<file path="src/rtl/link_ddr_rx_assembler_if.sv">
// Link DDR receive bus: io-side byte beats, core-side valid/yumi word port, status flags.
// LINK_RX_WORD_CNT_EN adds the accepted-word counter to the bus.
interface link_ddr_rx_assembler_if #(
  parameter int BYTE_W     = 8,
  parameter int WORD_BYTES = 4
);
  logic [1:0]                   io_valid_i;
  logic [2*BYTE_W-1:0]          io_data_i;
  logic [WORD_BYTES*BYTE_W-1:0] core_data_o;
  logic                         core_valid_o;
  logic                         core_yumi_i;
  logic                         token_o;
  logic                         overflow_o;
  logic                         proto_err_o;
`ifdef LINK_RX_WORD_CNT_EN
  logic [15:0]                  rx_word_cnt_o;

  modport master (output io_valid_i, io_data_i, core_yumi_i,
                  input  core_data_o, core_valid_o, token_o, overflow_o, proto_err_o, rx_word_cnt_o);
  modport slave  (input  io_valid_i, io_data_i, core_yumi_i,
                  output core_data_o, core_valid_o, token_o, overflow_o, proto_err_o, rx_word_cnt_o);
`else
  modport master (output io_valid_i, io_data_i, core_yumi_i,
                  input  core_data_o, core_valid_o, token_o, overflow_o, proto_err_o);
  modport slave  (input  io_valid_i, io_data_i, core_yumi_i,
                  output core_data_o, core_valid_o, token_o, overflow_o, proto_err_o);
`endif
endinterface

</file>
<file path="src/rtl/link_ddr_rx_assembler.sv">
// Reassembles registered DDR byte pairs into little-endian core words, buffers them in a
// small FIFO behind valid/yumi, and returns decimated credit on token_o. Optional: LINK_RX_WORD_CNT_EN.
module link_ddr_rx_assembler #(
  parameter int BYTE_W              = 8,
  parameter int WORD_BYTES          = 4,
  parameter int FIFO_DEPTH          = 4,
  parameter int LG_TOKEN_DECIMATION = 3
) (
  input logic                   clk,
  input logic                   rst,
  link_ddr_rx_assembler_if.slave bus
);
  localparam int WORD_W = WORD_BYTES * BYTE_W;
  localparam int CNT_W  = $clog2(WORD_BYTES);
  localparam int PTR_W  = (FIFO_DEPTH > 1) ? $clog2(FIFO_DEPTH) : 1;
  localparam int OCC_W  = PTR_W + 1;
  localparam logic [CNT_W-1:0] LAST = CNT_W'(WORD_BYTES - 1);

  logic [CNT_W-1:0]  cnt_q, asm_cnt;
  logic [WORD_W-1:0] part_q, asm_word, cmpl_word;
  logic              cmpl;

  logic [WORD_W-1:0] mem [FIFO_DEPTH];
  logic [PTR_W-1:0]  rd_ptr, wr_ptr, rd_n;
  logic [OCC_W-1:0]  occ, occ_n, remain;
  logic              pop, full, push_ok;
  logic [WORD_W-1:0] head_q, head_n;
  logic              valid_q, token_q, ovf_q, perr_q;
  logic [LG_TOKEN_DECIMATION-1:0] dec_q;

  function automatic logic [PTR_W-1:0] ptr_inc(input logic [PTR_W-1:0] p);
    return (p == PTR_W'(FIFO_DEPTH - 1)) ? '0 : p + 1'b1;
  endfunction

  // Step through the first byte then the second; a word completing on the first byte
  // lets the second byte start the next word in the same cycle.
  always_comb begin
    asm_word  = part_q;
    asm_cnt   = cnt_q;
    cmpl      = 1'b0;
    cmpl_word = part_q;
    if (bus.io_valid_i[0]) begin
      asm_word[asm_cnt*BYTE_W +: BYTE_W] = bus.io_data_i[BYTE_W-1:0];
      if (asm_cnt == LAST) begin
        cmpl      = 1'b1;
        cmpl_word = asm_word;
        asm_cnt   = '0;
      end else begin
        asm_cnt = asm_cnt + 1'b1;
      end
      if (bus.io_valid_i[1]) begin
        asm_word[asm_cnt*BYTE_W +: BYTE_W] = bus.io_data_i[2*BYTE_W-1:BYTE_W];
        if (asm_cnt == LAST) begin
          cmpl      = 1'b1;
          cmpl_word = asm_word;
          asm_cnt   = '0;
        end else begin
          asm_cnt = asm_cnt + 1'b1;
        end
      end
    end
  end

  assign pop     = valid_q & bus.core_yumi_i;
  assign full    = (occ == OCC_W'(FIFO_DEPTH));
  assign push_ok = cmpl & (~full | pop);
  assign occ_n   = occ + OCC_W'(push_ok) - OCC_W'(pop);
  assign remain  = occ - OCC_W'(pop);
  assign rd_n    = pop ? ptr_inc(rd_ptr) : rd_ptr;
  // With nothing left behind the pop, the new head can only be the word pushed now.
  assign head_n  = (remain == '0) ? cmpl_word : mem[rd_n];

  always_ff @(posedge clk) begin
    if (push_ok) mem[wr_ptr] <= cmpl_word;
  end

  always_ff @(posedge clk or posedge rst) begin
    if (rst) begin
      cnt_q   <= '0;
      part_q  <= '0;
      rd_ptr  <= '0;
      wr_ptr  <= '0;
      occ     <= '0;
      head_q  <= '0;
      valid_q <= 1'b0;
      dec_q   <= '0;
      token_q <= 1'b0;
      ovf_q   <= 1'b0;
      perr_q  <= 1'b0;
    end else begin
      cnt_q   <= asm_cnt;
      part_q  <= asm_word;
      rd_ptr  <= rd_n;
      occ     <= occ_n;
      valid_q <= (occ_n != '0);
      if (push_ok) wr_ptr <= ptr_inc(wr_ptr);
      if (occ_n != '0) head_q <= head_n;
      if (cmpl && !push_ok) ovf_q <= 1'b1;
      if (bus.io_valid_i == 2'b10) perr_q <= 1'b1;
      if (pop) begin
        dec_q <= dec_q + 1'b1;
        if (&dec_q) token_q <= ~token_q;
      end
    end
  end

`ifdef LINK_RX_WORD_CNT_EN
  logic [15:0] wcnt_q;
  always_ff @(posedge clk or posedge rst) begin
    if (rst)          wcnt_q <= '0;
    else if (push_ok) wcnt_q <= wcnt_q + 16'd1;
  end
  assign bus.rx_word_cnt_o = wcnt_q;
`endif

  assign bus.core_data_o  = head_q;
  assign bus.core_valid_o = valid_q;
  assign bus.token_o      = token_q;
  assign bus.overflow_o   = ovf_q;
  assign bus.proto_err_o  = perr_q;
endmodule
</file>
<file path="src/flat_wrapper.sv">
// flat-port wrapper written by rule: the top's interface ports become plain ports
module link_ddr_rx_assembler_flat 
#(
  parameter int BYTE_W              = 8,
  parameter int WORD_BYTES          = 4,
  parameter int FIFO_DEPTH          = 4,
  parameter int LG_TOKEN_DECIMATION = 3
)
  (clk, rst, bus_io_valid_i, bus_io_data_i, bus_core_yumi_i, bus_core_data_o, bus_core_valid_o, bus_token_o, bus_overflow_o, bus_proto_err_o);
  link_ddr_rx_assembler_if #(.BYTE_W(BYTE_W), .WORD_BYTES(WORD_BYTES)) bus_i ();
  input logic clk;
  input logic rst;
  input wire logic [$bits(bus_i.io_valid_i)-1:0] bus_io_valid_i;
  input wire logic [$bits(bus_i.io_data_i)-1:0] bus_io_data_i;
  input wire logic [$bits(bus_i.core_yumi_i)-1:0] bus_core_yumi_i;
  output wire logic [$bits(bus_i.core_data_o)-1:0] bus_core_data_o;
  output wire logic [$bits(bus_i.core_valid_o)-1:0] bus_core_valid_o;
  output wire logic [$bits(bus_i.token_o)-1:0] bus_token_o;
  output wire logic [$bits(bus_i.overflow_o)-1:0] bus_overflow_o;
  output wire logic [$bits(bus_i.proto_err_o)-1:0] bus_proto_err_o;
  assign bus_i.io_valid_i = bus_io_valid_i;
  assign bus_i.io_data_i = bus_io_data_i;
  assign bus_i.core_yumi_i = bus_core_yumi_i;
  assign bus_core_data_o = bus_i.core_data_o;
  assign bus_core_valid_o = bus_i.core_valid_o;
  assign bus_token_o = bus_i.token_o;
  assign bus_overflow_o = bus_i.overflow_o;
  assign bus_proto_err_o = bus_i.proto_err_o;
  link_ddr_rx_assembler #(.BYTE_W(BYTE_W), .WORD_BYTES(WORD_BYTES), .FIFO_DEPTH(FIFO_DEPTH), .LG_TOKEN_DECIMATION(LG_TOKEN_DECIMATION)) u_core (.clk(clk), .rst(rst), .bus(bus_i));
endmodule
</file>
<file path="config.mk">
export PLATFORM = sky130hd
export DESIGN_NAME = link_ddr_rx_assembler_flat
export DESIGN_NICKNAME = d
export VERILOG_FILES = /design/src/rtl/link_ddr_rx_assembler_if.sv /design/src/rtl/link_ddr_rx_assembler.sv /design/src/flat_wrapper.sv
export SDC_FILE = /design/constraint.sdc
export NUM_CORES = 1
export LEC_CHECK = 0
export BUFFER_PORTS_ARGS = -buffer_cell sky130_fd_sc_hd__buf_2
export CORE_MARGIN = 10
export CORE_UTILIZATION = 40
export CTS_BUF_LIST = sky130_fd_sc_hd__clkbuf_2
export CTS_CLUSTER_DIAMETER = 50
export DETAILED_ROUTE_END_ITERATION = 10
export PLACE_DENSITY_LB_ADDON = 0.25
export SETUP_SLACK_MARGIN = 0.05
export SLEW_MARGIN = 10
export SYNTH_ARGS = -nofsm -noshare
export SYNTH_HDL_FRONTEND = slang
export SYNTH_SLANG_ARGS = --single-unit
</file>
<file path="constraint.sdc">
create_clock -name clk -period 4.7 [get_ports clk]
set_clock_uncertainty 0.1 [all_clocks]
set_input_delay 0 -clock clk [delete_from_list [all_inputs] [get_ports clk]]
set_output_delay 0 -clock clk [all_outputs]
set_load 0.05 [all_outputs]
</file>
==> run summary, run 1 <==
====================================================================================================
Cell Rows                                                                                         59
Maximum buffer depth of the clock tree                                                             3
Endpoint of the lowest-slack register-to-register path                                  u_core.bus.core_data_o[9]
Launching instance or port of the critical path                                         u_core.cnt_q[0]
Storage cell area                                                                           5846 um2
Standard cell area after detailed placement                                                11070 um2
# resized after CTS                                                                                0
Yosys reg bits                                                                                   208
Total setup violations reported at the end of the flow                                             0
Path type of the worst setup path                                                         reg -> reg
First-pass GRT wire length                                                                  47040 um
Cts bufs inserted                                                                                 55
Clock sinks                                                                                      208
Cell types occupying the most area after synthesis                                      sky130_fd_sc_hd__edfxtp_1, sky130_fd_sc_hd__dfrtp_1, sky130_fd_sc_hd__mux2i_1
Pin count of the biggest net entering global routing                                              50
Drt pass-1 iters                                                                                   7
Sw Ratio                                                                                      45.92%
Synthesized cell area                                                                      10610 um2
Critical Path End Type                                                                     flip-flop
Utilization after layout                                                                      46.28%
Class of the most critical hold timing path                                                in -> reg
Cell count along the critical path                                                                16
Master of the slowest instance on the critical path                                     sky130_fd_sc_hd__o21ai_0
Buffers inserted during post-CTS setup optimization                                                0
Status                                                                                  finished, final reports clean
Floorplan Core Area                                                                        26060 um2
Die outline height                                                                          182.9 um
Synthesized area per cell                                                                  11.52 um2
Post-DP HPWL                                                                                18520 um
Layout overhead on the synthesized area                                                       13.66%
I/O pin count                                                                                     57
Cell area power density                                                                 720.8 nW/um2
Design area                                                                                12060 um2
Seq pwr share                                                                                  33.7%
Area of the multi-input gates                                                               4272 um2
IO Port Bufs                                                                                      56
Psw                                                                                       0.003991 W
Vias in the first global route                                                                  8089
Relative contribution of the clock network to total power                                      15.6%
Unrepaired setup endpoints after global routing                                                   no
Critical-path cell list                                                                 inv_1, ha_1, and2_1, o21ai_0, a21oi_1, buf_4, ha_1, inv_1, fa_1, inv_1, nor3_4, buf_4, nor2_2, buf_4, a22oi_1, o21ai_1
Cell count of the worst reg-to-reg path                                                           16
Nets                                                                                            1057
Ys Warns                                                                                           0
Antenna violations before repair                                                                   1
Initial core utilization                                                                      40.72%
Later-pin clock latency in the skew report                                                   0.83 ns
Routed via count                                                                                8247
Hold_sp                                                                                 bus_io_data_i[4]
Overall routed net length                                                                   30260 um
Reg2reg start                                                                           u_core.cnt_q[0]
Final routed DRC violation total                                                                   0
Slew at the pin with the worst max-slew slack                                               1.037 ns
Internal power                                                                            0.004701 W
Slowest cell delay on critical path                                                          0.50 ns
Highest attainable clock frequency                                                         253.2 MHz
Top cell type's share of synthesized area                                                     36.23%
Max Cap Violations                                                                                 0
Clock-pin slew reported for the worst setup and hold paths after clock tree synthesis        0.09 ns
Fraction of registers with async set or reset after synthesis                                 38.46%
Final worst path period share                                                                 84.02%
Filler Cells Inserted                                                                           2424
Cell count after synthesis                                                                       921
Delay-heaviest family, CP                                                               buffers and inverters
Setup slack of the most critical reg-to-reg path                                             0.75 ns
Die Outline Area                                                                           33440 um2
Most used flip-flop cell after synthesis                                                sky130_fd_sc_hd__edfxtp_1
Setup TNS after final layout                                                                    0 ns
Normalized max-slew margin                                                                    30.85%
Combinational group share of total power                                                       50.7%
Detail-routed via count per cell                                                               5.899
Grt total ovfl                                                                                     0
Largest area contributor in the synthesized netlist                                     sky130_fd_sc_hd__edfxtp_1
Largest fanout on the critical path                                                               26
Level count of the clock H-tree                                                                    2
Cell leakage power                                                                          4.805 nW
Routability congestion estimate                                                               0.8188
Pins Over Slew Limit                                                                               0
Share of cells above drive strength 1                                                         18.46%
Element type at the critical path start                                                    flip-flop
Number of enable flip-flop cells after synthesis                                                 128
Clock tree from TritonCTS                                                                        yes
DRT antenna net count                                                                              0
Starting DRC count in detailed routing                                                           908
Average wire per cell in the routed design                                                  21.64 um
Number of different library cells in the post-synthesis netlist                                   71
Fraction of the yosys area taken by sequential cells                                          55.09%
Crit path time final                                                                        3.949 ns
Die span in x                                                                               182.9 um
Endpoint of the most critical setup path                                                u_core.bus.core_data_o[9]
Crit path required time                                                                      5.32 ns
Count of buffer and inverter cells on the critical path                                            6
Data arrival at the endpoint of the critical path                                            4.57 ns
Net count after synthesis                                                                        960
Ranking of synthesized cells by instance count                                          sky130_fd_sc_hd__edfxtp_1, sky130_fd_sc_hd__nand2_1, sky130_fd_sc_hd__dfrtp_1
Most used standard cell by instance count after synthesis                               sky130_fd_sc_hd__edfxtp_1
Clock tree root buffer cell                                                             sky130_fd_sc_hd__clkbuf_2
Peak supply drop                                                                         0.0003337 V
Hold Violations, Final                                                                             0
GR Util All Layers                                                                            17.65%
====================================================================================================
[registers in the layout, indices dropped and copies added (netlist names)]
name,flops
u_core.wr_ptr,2
u_core.rd_ptr,2
u_core.cnt_q,2
u_core.bus.token_o,1
u_core.dec_q,3
u_core.bus.core_valid_o,1
u_core.bus.proto_err_o,1
u_core.bus.core_data_o,32
u_core.occ,3
u_core.mem,128
u_core.part_q,32
u_core.bus.overflow_o,1
[power by group through the flow]
stage,clock (W),sequential (W),combinational (W)
6_report,0.00135,0.00293,0.00441
5_1_grt,0.00149,0.00298,0.00480
3_5_place_dp,0,0.00297,0.00430
4_1_cts,0.00140,0.00293,0.00440
3_3_place_gp,0,0.00296,0.00423
2_1_floorplan,0,0.00339,0.00277
[layout by cell type (no fill, tap or decap), drive strengths merged, types with 6 or more instances in the layout]
cell / count
a21o: 6
nand2: 99
inv: 29
nand3: 26
nor2: 32
a311o: 10
buf: 75
dfrtp: 80
edfxtp: 128
nand4: 8
o21ai: 35
dlygate4sd3: 43
nor3b: 17
o22ai: 8
and2: 24
clkinv: 19
nand4b: 14
a21oi: 61
a31o: 7
a222oi: 7
mux4: 9
ha: 17
a211oi: 17
a22o: 7
and3: 21
a32oi: 17
mux2i: 42
a221o: 15
clkbuf: 81
a22oi: 31
a221oi: 19
[worst min path at each step]
stage | to | cells after the start
global placement | u_core.part_q[5] | 2
CTS | u_core.part_q[26] | 4
floorplan | u_core.part_q[24] | 2
finish | u_core.part_q[20] | 4
global route | u_core.part_q[9] | 3
detailed placement | u_core.part_q[5] | 2
[cell type report]
type,count,area share (%)
multi-input combinational,605,35.42
tap,335,3.476
clock buffer,81,3.362
clock inverter,20,1.224
antenna,1,0.02075
sequential,208,48.47
inverter,30,0.9442
timing repair buffer,118,7.076
[cell families (layout without fill, tap and decap cells)]
group                    Yosys count  after routing  synth area share, %
adder cells (fa/ha/maj)           18             18                2.193
AND/OR/NAND/NOR                  268            268                13.77
XOR/XNOR                           5              5               0.5542
flip-flops                       208            208                55.09
buffers and inverters            108            249                4.670
multiplexers                      55             55                6.332
other                              0              1                    0
AO/OA/AOI/OAI                    259            259                17.38
[repair_timing]
| action | CTS | global route |
|---|---|---|
| hold buffers | 43 | 0 |
| endpoints found under the setup margin | 0 | 0 |
| hold endpoints to repair | 281 | 0 |
[stage by stage]
stage	hold slack, ns	setup slack (ns)	instances	power, W
2_1_floorplan	0.07084	0.9164	921	0.006161
3_3_place_gp	0.1399	0.9386	1253	0.007184
3_5_place_dp	0.1290	0.8172	1253	0.007269
4_1_cts	0.0004442	0.8174	1397	0.008720
5_1_grt	0.07808	0.5447	1398	0.009278
6_report	0.09520	0.7509	1398	0.008692
[worst register-to-register path: stages (launching register included)]
cell and delay (ns):
sky130_fd_sc_hd__dfrtp_1 0.49, sky130_fd_sc_hd__inv_1 0.14, sky130_fd_sc_hd__ha_1 0.22, sky130_fd_sc_hd__and2_1 0.14, sky130_fd_sc_hd__o21ai_0 0.50, sky130_fd_sc_hd__a21oi_1 0.08
sky130_fd_sc_hd__buf_4 0.19, sky130_fd_sc_hd__ha_1 0.19, sky130_fd_sc_hd__inv_1 0.06, sky130_fd_sc_hd__fa_1 0.41, sky130_fd_sc_hd__inv_1 0.13, sky130_fd_sc_hd__nor3_4 0.06
sky130_fd_sc_hd__buf_4 0.24, sky130_fd_sc_hd__nor2_2 0.36, sky130_fd_sc_hd__buf_4 0.33, sky130_fd_sc_hd__a22oi_1 0.11, sky130_fd_sc_hd__o21ai_1 0.11
[per-layer routing]
metal,share of wire (%),GRT usage (%)
met1,44,23.73
met2,45,27.03
met3,8.5,4.882
met4,2.5,5.842
met5,0,0
No activity file was read; power rests on OpenSTA's default activity.
==> run 2, diff against run 1 <==
ABC_AREA = 1   (was default)
clock period = 3.55 ns   (was 4.7 ns; I/O delays follow)
==> run 2 against run 1 <==
Against the previous run: non-clock buffer count stayed put; synthesized cell count grew 60%; synthesized area up 10%; via count grew 24%; sequential share of layout area is 4.5 points lower; hold slack got worse by 0.0080 ns; critical path type unchanged; largest power group unchanged.
==> run summary, run 2 <==
====================================================================================================
Status                                                                                  finished, final reports clean   unchanged
Average wire per cell in the routed design                                                  16.62 um   was 21.64 um
Highest-count cells in the layout ignoring fill and taps                                sky130_fd_sc_hd__nand2_1, sky130_fd_sc_hd__inv_1, sky130_fd_sc_hd__nand3_1, sky130_fd_sc_hd__edfxtp_1, sky130_fd_sc_hd__clkbuf_2   was sky130_fd_sc_hd__edfxtp_1, sky130_fd_sc_hd__nand2_1, sky130_fd_sc_hd__clkbuf_2, sky130_fd_sc_hd__dfrtp_1, sky130_fd_sc_hd__a21oi_1
Design Power                                                                               0.01250 W   was 0.008692 W
Setup slack of the most critical reg-to-reg path                                             0.31 ns   was 0.75 ns
Die span in x                                                                               190.9 um   was 182.9 um
Cell Rows                                                                                         62   was 59
Share of cells above drive strength 1                                                         12.55%   was 18.46%
Antenna violations before repair                                                                   1   unchanged
Pin count of the biggest net entering global routing                                              65   was 50
Peak supply drop                                                                         0.0003765 V   was 0.0003337 V
Delay-heaviest family, CP                                                               buffers and inverters   unchanged
Pins Over Slew Limit                                                                               0   unchanged
Ys Warns                                                                                           0   unchanged
Standard cell area after detailed placement                                                12330 um2   was 11070 um2
Internal power                                                                            0.006257 W   was 0.004701 W
Die outline height                                                                          190.9 um   was 182.9 um
Setup TNS after final layout                                                                    0 ns   unchanged
Grt total ovfl                                                                                     0   unchanged
Post-DP HPWL                                                                                21040 um   was 18520 um
Clock tree root buffer cell                                                             sky130_fd_sc_hd__clkbuf_2   unchanged
Vias in the first global route                                                                  9837   was 8089
Routability congestion estimate                                                               0.8837   was 0.8188
Max Cap Violations                                                                                 0   unchanged
Psw                                                                                       0.006242 W   was 0.003991 W
Largest family of logic cells by synthesized area                                       simple AND/OR/NAND/NOR gates   was compound AO/OA/AOI/OAI gates
Max FFs per register                                                                             128   unchanged
Class of the most critical hold timing path                                                in -> reg   unchanged
Die Outline Area                                                                           36430 um2   was 33440 um2
Data arrival at the endpoint of the critical path                                            3.88 ns   was 4.57 ns
Largest area contributor in the synthesized netlist                                     sky130_fd_sc_hd__edfxtp_1   unchanged
Final worst path period share                                                                 91.19%   was 84.02%
Cell types occupying the most area after synthesis                                      sky130_fd_sc_hd__edfxtp_1, sky130_fd_sc_hd__dfrtp_1, sky130_fd_sc_hd__nand2_1   was sky130_fd_sc_hd__edfxtp_1, sky130_fd_sc_hd__dfrtp_1, sky130_fd_sc_hd__mux2i_1
Number of enable flip-flop cells after synthesis                                                 128   unchanged
Slowest cell delay on critical path                                                          0.58 ns   was 0.50 ns
Yosys reg bits                                                                                   208   unchanged
Most common cell after layout, fill and taps aside                                      sky130_fd_sc_hd__nand2_1   was sky130_fd_sc_hd__edfxtp_1
Multiplexer share of the synthesized area                                                         0%   was 6.333%
Sw Ratio                                                                                      49.94%   was 45.92%
Most used flip-flop cell after synthesis                                                sky130_fd_sc_hd__edfxtp_1   unchanged
Seq pwr share                                                                                  30.4%   was 33.7%
Starting DRC count in detailed routing                                                          1017   was 908
Most used standard cell by instance count after synthesis                               sky130_fd_sc_hd__nand2_1   was sky130_fd_sc_hd__edfxtp_1
Cell count after synthesis                                                                      1478   was 921
Routed via count                                                                              10.24k   was 8247
IO Port Bufs                                                                                      56   unchanged
Crit path time final                                                                        3.237 ns   was 3.949 ns
Most prevalent standard cell on the critical path                                       sky130_fd_sc_hd__nand2_1
Area share of fa/ha/maj cells after synthesis                                                 1.993%   was 2.193%
Overall routed net length                                                                   33430 um   was 30260 um
Nets                                                                                            1618   was 1057
Slew at the pin with the worst max-slew slack                                               1.087 ns   was 1.037 ns
Element type at the critical path start                                                    flip-flop   unchanged
Highest attainable clock frequency                                                         308.9 MHz   was 253.2 MHz
Count of buffer and inverter cells on the critical path                                            4   was 6
Ranking of synthesized cells by instance count                                          sky130_fd_sc_hd__nand2_1, sky130_fd_sc_hd__inv_1, sky130_fd_sc_hd__nand3_1   was sky130_fd_sc_hd__edfxtp_1, sky130_fd_sc_hd__nand2_1, sky130_fd_sc_hd__dfrtp_1
Simple-gate share of the synthesized area                                                     31.36%   was 13.77%
Unrepaired setup endpoints after global routing                                                   no   unchanged
Clock tree from TritonCTS                                                                        yes   unchanged
Combinational group share of total power                                                       55.6%   was 50.7%
Area share of xor/xnor cells in the synthesized design                                       0.4500%   was 0.5542%
Clock sinks                                                                                      208   unchanged
Clock-pin slew reported for the worst setup and hold paths after clock tree synthesis        0.10 ns   was 0.09 ns
Later-pin clock latency in the skew report                                                   0.86 ns   was 0.83 ns
Hold Violations, Final                                                                             0   unchanged
Drt pass-1 iters                                                                                   6   was 7
Crit path required time                                                                      4.19 ns   was 5.32 ns
Initial core utilization                                                                      40.57%   was 40.72%
I/O pin count                                                                                     57   unchanged
Master of the slowest instance on the critical path                                     sky130_fd_sc_hd__dlygate4sd3_1   was sky130_fd_sc_hd__o21ai_0
Maximum buffer depth of the clock tree                                                             3   unchanged
Detail-routed via count per cell                                                               5.092   was 5.899
Relative contribution of the clock network to total power                                      14.0%   was 15.6%
Cts bufs inserted                                                                                 56   was 55
Top cell type's share of synthesized area                                                     32.92%   was 36.23%
Synthesized cell area                                                                      11680 um2   was 10610 um2
Fraction of registers with async set or reset after synthesis                                 38.46%   unchanged
Level count of the clock H-tree                                                                    2   unchanged
Fraction of the yosys area taken by sequential cells                                          50.06%   was 55.09%
Cell area power density                                                                 940.9 nW/um2   was 720.8 nW/um2
Worst hold slack                                                                          0.08724 ns   was 0.09520 ns
Net count after synthesis                                                                       1517   was 960
First-pass GRT wire length                                                                  54340 um   was 47040 um
Total setup violations reported at the end of the flow                                             0   unchanged
Final routed DRC violation total                                                                   0   unchanged
GR Util All Layers                                                                            18.49%   was 17.65%
Floorplan Core Area                                                                        28780 um2   was 26060 um2
Critical-path cell list                                                                 inv_2, ha_1, clkinv_1, nand2_1, nand2_1, nand2_1, nand3_1, dlygate4sd3_1, o211ai_1, dlygate4sd3_1, nand2_1   was inv_1, ha_1, and2_1, o21ai_0, a21oi_1, buf_4, ha_1, inv_1, fa_1, inv_1, nor3_4, buf_4, nor2_2, buf_4, a22oi_1, o21ai_1
Critical Path End Type                                                                     flip-flop   unchanged
Utilization after layout                                                                      46.16%   was 46.28%
Layout overhead on the synthesized area                                                       13.76%   was 13.66%
Largest fanout on the critical path                                                               19   was 26
Cell leakage power                                                                          6.321 nW   was 4.805 nW
Reg with most FFs                                                                         u_core.mem   unchanged
Number of different library cells in the post-synthesis netlist                                   32   was 71
Synthesized area per cell                                                                  7.901 um2   was 11.52 um2
Area fraction in compound gates after synthesis                                               5.936%   was 17.38%
Normalized max-slew margin                                                                    27.33%   was 30.85%
DRT antenna net count                                                                              0   unchanged
Filler Cells Inserted                                                                           2812   was 2424
Path type of the worst setup path                                                         reg -> reg   unchanged
Design area                                                                                13280 um2   was 12060 um2
====================================================================================================
[run 2: stage by stage]
stage / worst slack, ns / std cells
after CTS: 0.2080 / 2010
after detailed placement: 0.2828 / 1865
final: 0.3128 / 2011
after floorplan: 0.3799 / 1478
after global routing: 0.08202 / 2011
after global placement: 0.4367 / 1865
[run 2: cell families after synthesis]
logic type / after synthesis
AO/OA/AOI/OAI: 119
XOR/XNOR: 6
adder cells (fa/ha/maj): 18
buffers and inverters: 296
flip-flops: 208
AND/OR/NAND/NOR: 831
[run 2: power by group through the flow]
| stage | clock network, W | logic (W) | registers, W |
|---|---|---|---|
| 4_1_cts | 0.00182 | 0.00694 | 0.00380 |
| 2_1_floorplan | 0 | 0.00435 | 0.00450 |
| 3_3_place_gp | 0 | 0.00667 | 0.00384 |
| 5_1_grt | 0.00195 | 0.00787 | 0.00387 |
| 3_5_place_dp | 0 | 0.00678 | 0.00385 |
| 6_report | 0.00175 | 0.00695 | 0.00380 |
[run 2: worst paths after layout]
kind / start / endpoint / depth (start not counted)
setup / recovery: u_core.cnt_q[0] / u_core.part_q[17] / 11
hold / removal: bus_io_valid_i[0] / u_core.cnt_q[0] / 6
setup reg to reg: u_core.cnt_q[0] / u_core.part_q[17] / 11
hold reg to reg: u_core.bus.token_o / u_core.bus.token_o / 1
max in group asynchronous: rst / u_core.part_q[11] / 5
min in group asynchronous: rst / u_core.part_q[2] / 4
[run 2: area by class of cell]
type / count / area (um2) / area share (%)
clock inverter: 15 / 85.08 / 0.6405
timing repair buffer: 118 / 895.9 / 6.744
multi-input combinational: 974 / 4691 / 35.31
antenna: 1 / 2.502 / 0.01884
sequential: 208 / 5846 / 44.00
tap: 384 / 480.5 / 3.617
inverter: 221 / 833.3 / 6.273
clock buffer: 90 / 450.4 / 3.391
[run 2: metal layers]
layer | global-route usage, % | vias up | wire, um | part of all wire [%]
li1 | - | 4996 | - | -
met1 | 25.49 | 4808 | 15110 | 45
met2 | 29.08 | 384 | 15450 | 46
met3 | 2.762 | 52 | 2159 | 6.5
met4 | 6.239 | 0 | 712 | 2.1
met5 | 0 | - | 0 | 0
[run 2: repair_timing]
item                       in CTS  in global routing
setup endpoints to repair       0                 28
hold endpoints to repair      290                  0
resized for setup               0                  5
buffers inserted                0                  0
hold buffers                   40                  0
[run 2: worst register-to-register path, delay by kind of cell (launching register included)]
kind / cells / cell delay, ns
fa+ha+maj: 1 / 0.21
buf+inv: 4 / 1.85
flops: 1 / 0.40
compound gates: 1 / 0.09
simple gates: 5 / 0.51
==> run 3, diff against run 2 <==
CTS_BUF_LIST = sky130_fd_sc_hd__clkbuf_4 sky130_fd_sc_hd__clkbuf_8   (was sky130_fd_sc_hd__clkbuf_2)
==> run 3 against run 2 <==
Against the previous run: combinational power hardly changed; sequential power hardly changed; global-route usage is 0.16 points lower; first-iteration DRC count is 6.1% lower; final cell count is 2.0% lower; via count is 1.8% lower; core utilization is 0.68 points higher; critical path depth is 1 lower; non-clock buffer count is 4 lower; fmax is 0.26% higher; sequential share of layout area is 0.64 points lower; critical endpoint is now u_core.part_q[7]; largest cell class unchanged.
==> run summary, run 3 (synthesis gave the netlist of run 2 again) <==
====================================================================================================
Status                                                                                  finished, final reports clean   unchanged
Clock tree from TritonCTS                                                                        yes   unchanged
Area of the multi-input gates                                                               4691 um2   unchanged
Highest attainable clock frequency                                                         309.7 MHz   was 308.9 MHz
Standard cell area after detailed placement                                                12330 um2   unchanged
Detail-routed via count per cell                                                               5.102   was 5.092
Filler Cells Inserted                                                                           2773   was 2812
Starting DRC count in detailed routing                                                           955   was 1017
Overall routed net length                                                                   33270 um   was 33430 um
Highest-count cells in the layout ignoring fill and taps                                sky130_fd_sc_hd__nand2_1, sky130_fd_sc_hd__inv_1, sky130_fd_sc_hd__nand3_1, sky130_fd_sc_hd__edfxtp_1, sky130_fd_sc_hd__dfrtp_1   was sky130_fd_sc_hd__nand2_1, sky130_fd_sc_hd__inv_1, sky130_fd_sc_hd__nand3_1, sky130_fd_sc_hd__edfxtp_1, sky130_fd_sc_hd__clkbuf_2
Met1 track demand over resource in global routing                                             25.30%   was 25.49%
Top Usage Layer GRT                                                                             met2   unchanged
Most common cell after layout, fill and taps aside                                      sky130_fd_sc_hd__nand2_1   unchanged
Diodes inserted                                                                                    0   was 1
Path type of the worst setup path                                                         reg -> reg   unchanged
Reg with most FFs                                                                         u_core.mem   unchanged
Unrepaired setup endpoints after global routing                                                   no   unchanged
Routed via count                                                                              10.06k   was 10.24k
I/O pin count                                                                                     57   unchanged
Vias in the first global route                                                                  9643   was 9837
Die Outline Area                                                                           36430 um2   unchanged
Cts bufs inserted                                                                                 39   was 56
Launching instance or port of the critical path                                         u_core.cnt_q[1]   was u_core.cnt_q[0]
Level count of the clock H-tree                                                                    2   unchanged
Later-pin clock latency in the skew report                                                   0.53 ns   was 0.86 ns
Floorplan Core Area                                                                        28780 um2   unchanged
Worst hold slack                                                                          0.04078 ns   was 0.08724 ns
Psw                                                                                       0.006233 W   was 0.006242 W
Data arrival at the endpoint of the critical path                                            3.53 ns   was 3.88 ns
Initial core utilization                                                                      40.57%   unchanged
Maximum buffer depth of the clock tree                                                             3   unchanged
Met2 Use GR                                                                                   29.09%   was 29.08%
Drt pass-1 iters                                                                                   6   unchanged
Grt total ovfl                                                                                     0   unchanged
Met3 track demand over resource in global routing                                             2.670%   was 2.762%
Pin count of the biggest net entering global routing                                              65   unchanged
Max Cap Violations                                                                                 0   unchanged
Die span in x                                                                               190.9 um   unchanged
Cell area power density                                                                 969.3 nW/um2   was 940.9 nW/um2
Clock sinks                                                                                      208   unchanged
Sw Ratio                                                                                      47.71%   was 49.94%
Layout overhead on the synthesized area                                                       15.43%   was 13.76%
Clock tree root buffer cell                                                             sky130_fd_sc_hd__clkbuf_8   was sky130_fd_sc_hd__clkbuf_2
Seq pwr share                                                                                  29.2%   was 30.4%
Largest fanout on the critical path                                                               14   was 19
Final routed DRC violation total                                                                   0   unchanged
Max FFs per register                                                                             128   unchanged
Peak supply drop                                                                         0.0003846 V   was 0.0003765 V
Cell leakage power                                                                          6.305 nW   was 6.321 nW
Setup TNS after final layout                                                                    0 ns   unchanged
Die outline height                                                                          190.9 um   unchanged
Combinational group share of total power                                                       53.3%   was 55.6%
Nets                                                                                            1597   was 1618
Post-DP HPWL                                                                                21040 um   unchanged
Pins Over Slew Limit                                                                               0   unchanged
Routability congestion estimate                                                               0.8837   unchanged
Element type at the critical path start                                                    flip-flop   unchanged
Relative contribution of the clock network to total power                                      17.5%   was 14.0%
Normalized max-slew margin                                                                    29.07%   was 27.33%
Final worst path period share                                                                 90.95%   was 91.19%
Share of cells above drive strength 1                                                         10.90%   was 12.55%
Class of the most critical hold timing path                                                in -> reg   unchanged
Total setup violations reported at the end of the flow                                             0   unchanged
Cell Rows                                                                                         62   unchanged
Hold_sp                                                                                 bus_io_data_i[2]   was bus_io_valid_i[0]
First-pass GRT wire length                                                                  53830 um   was 54340 um
Hold Violations, Final                                                                             0   unchanged
IO Port Bufs                                                                                      56   unchanged
Crit path time final                                                                        3.229 ns   was 3.237 ns
Average wire per cell in the routed design                                                  16.88 um   was 16.62 um
Storage cell area                                                                           5846 um2   unchanged
Buffers inserted during post-CTS setup optimization                                                0   unchanged
Slew at the pin with the worst max-slew slack                                               1.061 ns   was 1.087 ns
Critical Path End Type                                                                     flip-flop   unchanged
GR Util All Layers                                                                            18.33%   was 18.49%
Design area                                                                                13480 um2   was 13280 um2
Crit path required time                                                                      3.85 ns   was 4.19 ns
Internal power                                                                            0.006832 W   was 0.006257 W
Clock-pin slew reported for the worst setup and hold paths after clock tree synthesis        0.06 ns   was 0.10 ns
DRT antenna net count                                                                              0   unchanged
Reg2reg start                                                                           u_core.cnt_q[1]   was u_core.cnt_q[0]
Antenna violations before repair                                                                   0   was 1
====================================================================================================
## run 3: critical path: stages, from the launching register on
cell,delay (ns)
sky130_fd_sc_hd__dfrtp_1,0.44
sky130_fd_sc_hd__inv_1,0.15
sky130_fd_sc_hd__ha_4,0.39
sky130_fd_sc_hd__inv_1,0.09
sky130_fd_sc_hd__nand2_1,0.11
sky130_fd_sc_hd__inv_1,0.18
sky130_fd_sc_hd__nand2_1,0.12
sky130_fd_sc_hd__a21boi_0,0.20
sky130_fd_sc_hd__dlygate4sd3_1,0.59
sky130_fd_sc_hd__o221ai_1,0.11
sky130_fd_sc_hd__dlygate4sd3_1,0.63
## run 3: routing by layer
layer / vias to the layer above / part of all wire [%]
met5: - / 0
met4: 0 / 1.9
met3: 43 / 5.6
met2: 328 / 46
met1: 4762 / 46
li1: 4923 / -
## run 3: final cells by class
class,instances,area share (%)
clock buffers,58,5.319
clock inverters,12,0.4177
multi-input cells,974,34.80
flip-flops and latches,208,43.37
repair buffers,114,6.349
well taps,384,3.564
inverters,221,6.182
## run 3: final timing paths
check	to	slack, ns	depth (start not counted)
setup / recovery	u_core.part_q[7]	0.32	10
hold / removal	u_core.part_q[18]	0.04	7
setup reg to reg	u_core.part_q[7]	0.32	10
hold reg to reg	u_core.dec_q[2]	0.36	1
max in group asynchronous	u_core.part_q[26]	1.98	5
min in group asynchronous	u_core.part_q[3]	0.46	4
## run 3: power groups by stage
stage                     logic (W)  registers (W)  clock network [W]
after floorplan             0.00435        0.00450                  0
after global placement      0.00667        0.00384                  0
after detailed placement    0.00678        0.00385                  0
after CTS                   0.00695        0.00381            0.00235
after global routing        0.00788        0.00388            0.00247
final                       0.00697        0.00381            0.00229
## run 3: metrics by stage
step                      total power [W]  utilization [%]  setup slack [ns]  instances
after floorplan                  0.008850                -            0.3799       1478
after global placement            0.01052            42.84            0.4367       1865
after detailed placement          0.01063            42.84            0.2828       1865
after CTS                         0.01311            46.78            0.1992       1971
after global routing              0.01422            46.84           0.09597       1971
final                             0.01307            46.84            0.3213       1971
## run 3: repair_timing
item / CTS / global route
setup endpoints to repair: 0 / 21
hold endpoints to repair: 152 / 0
hold buffers: 36 / 0
resized for setup: 0 / 5
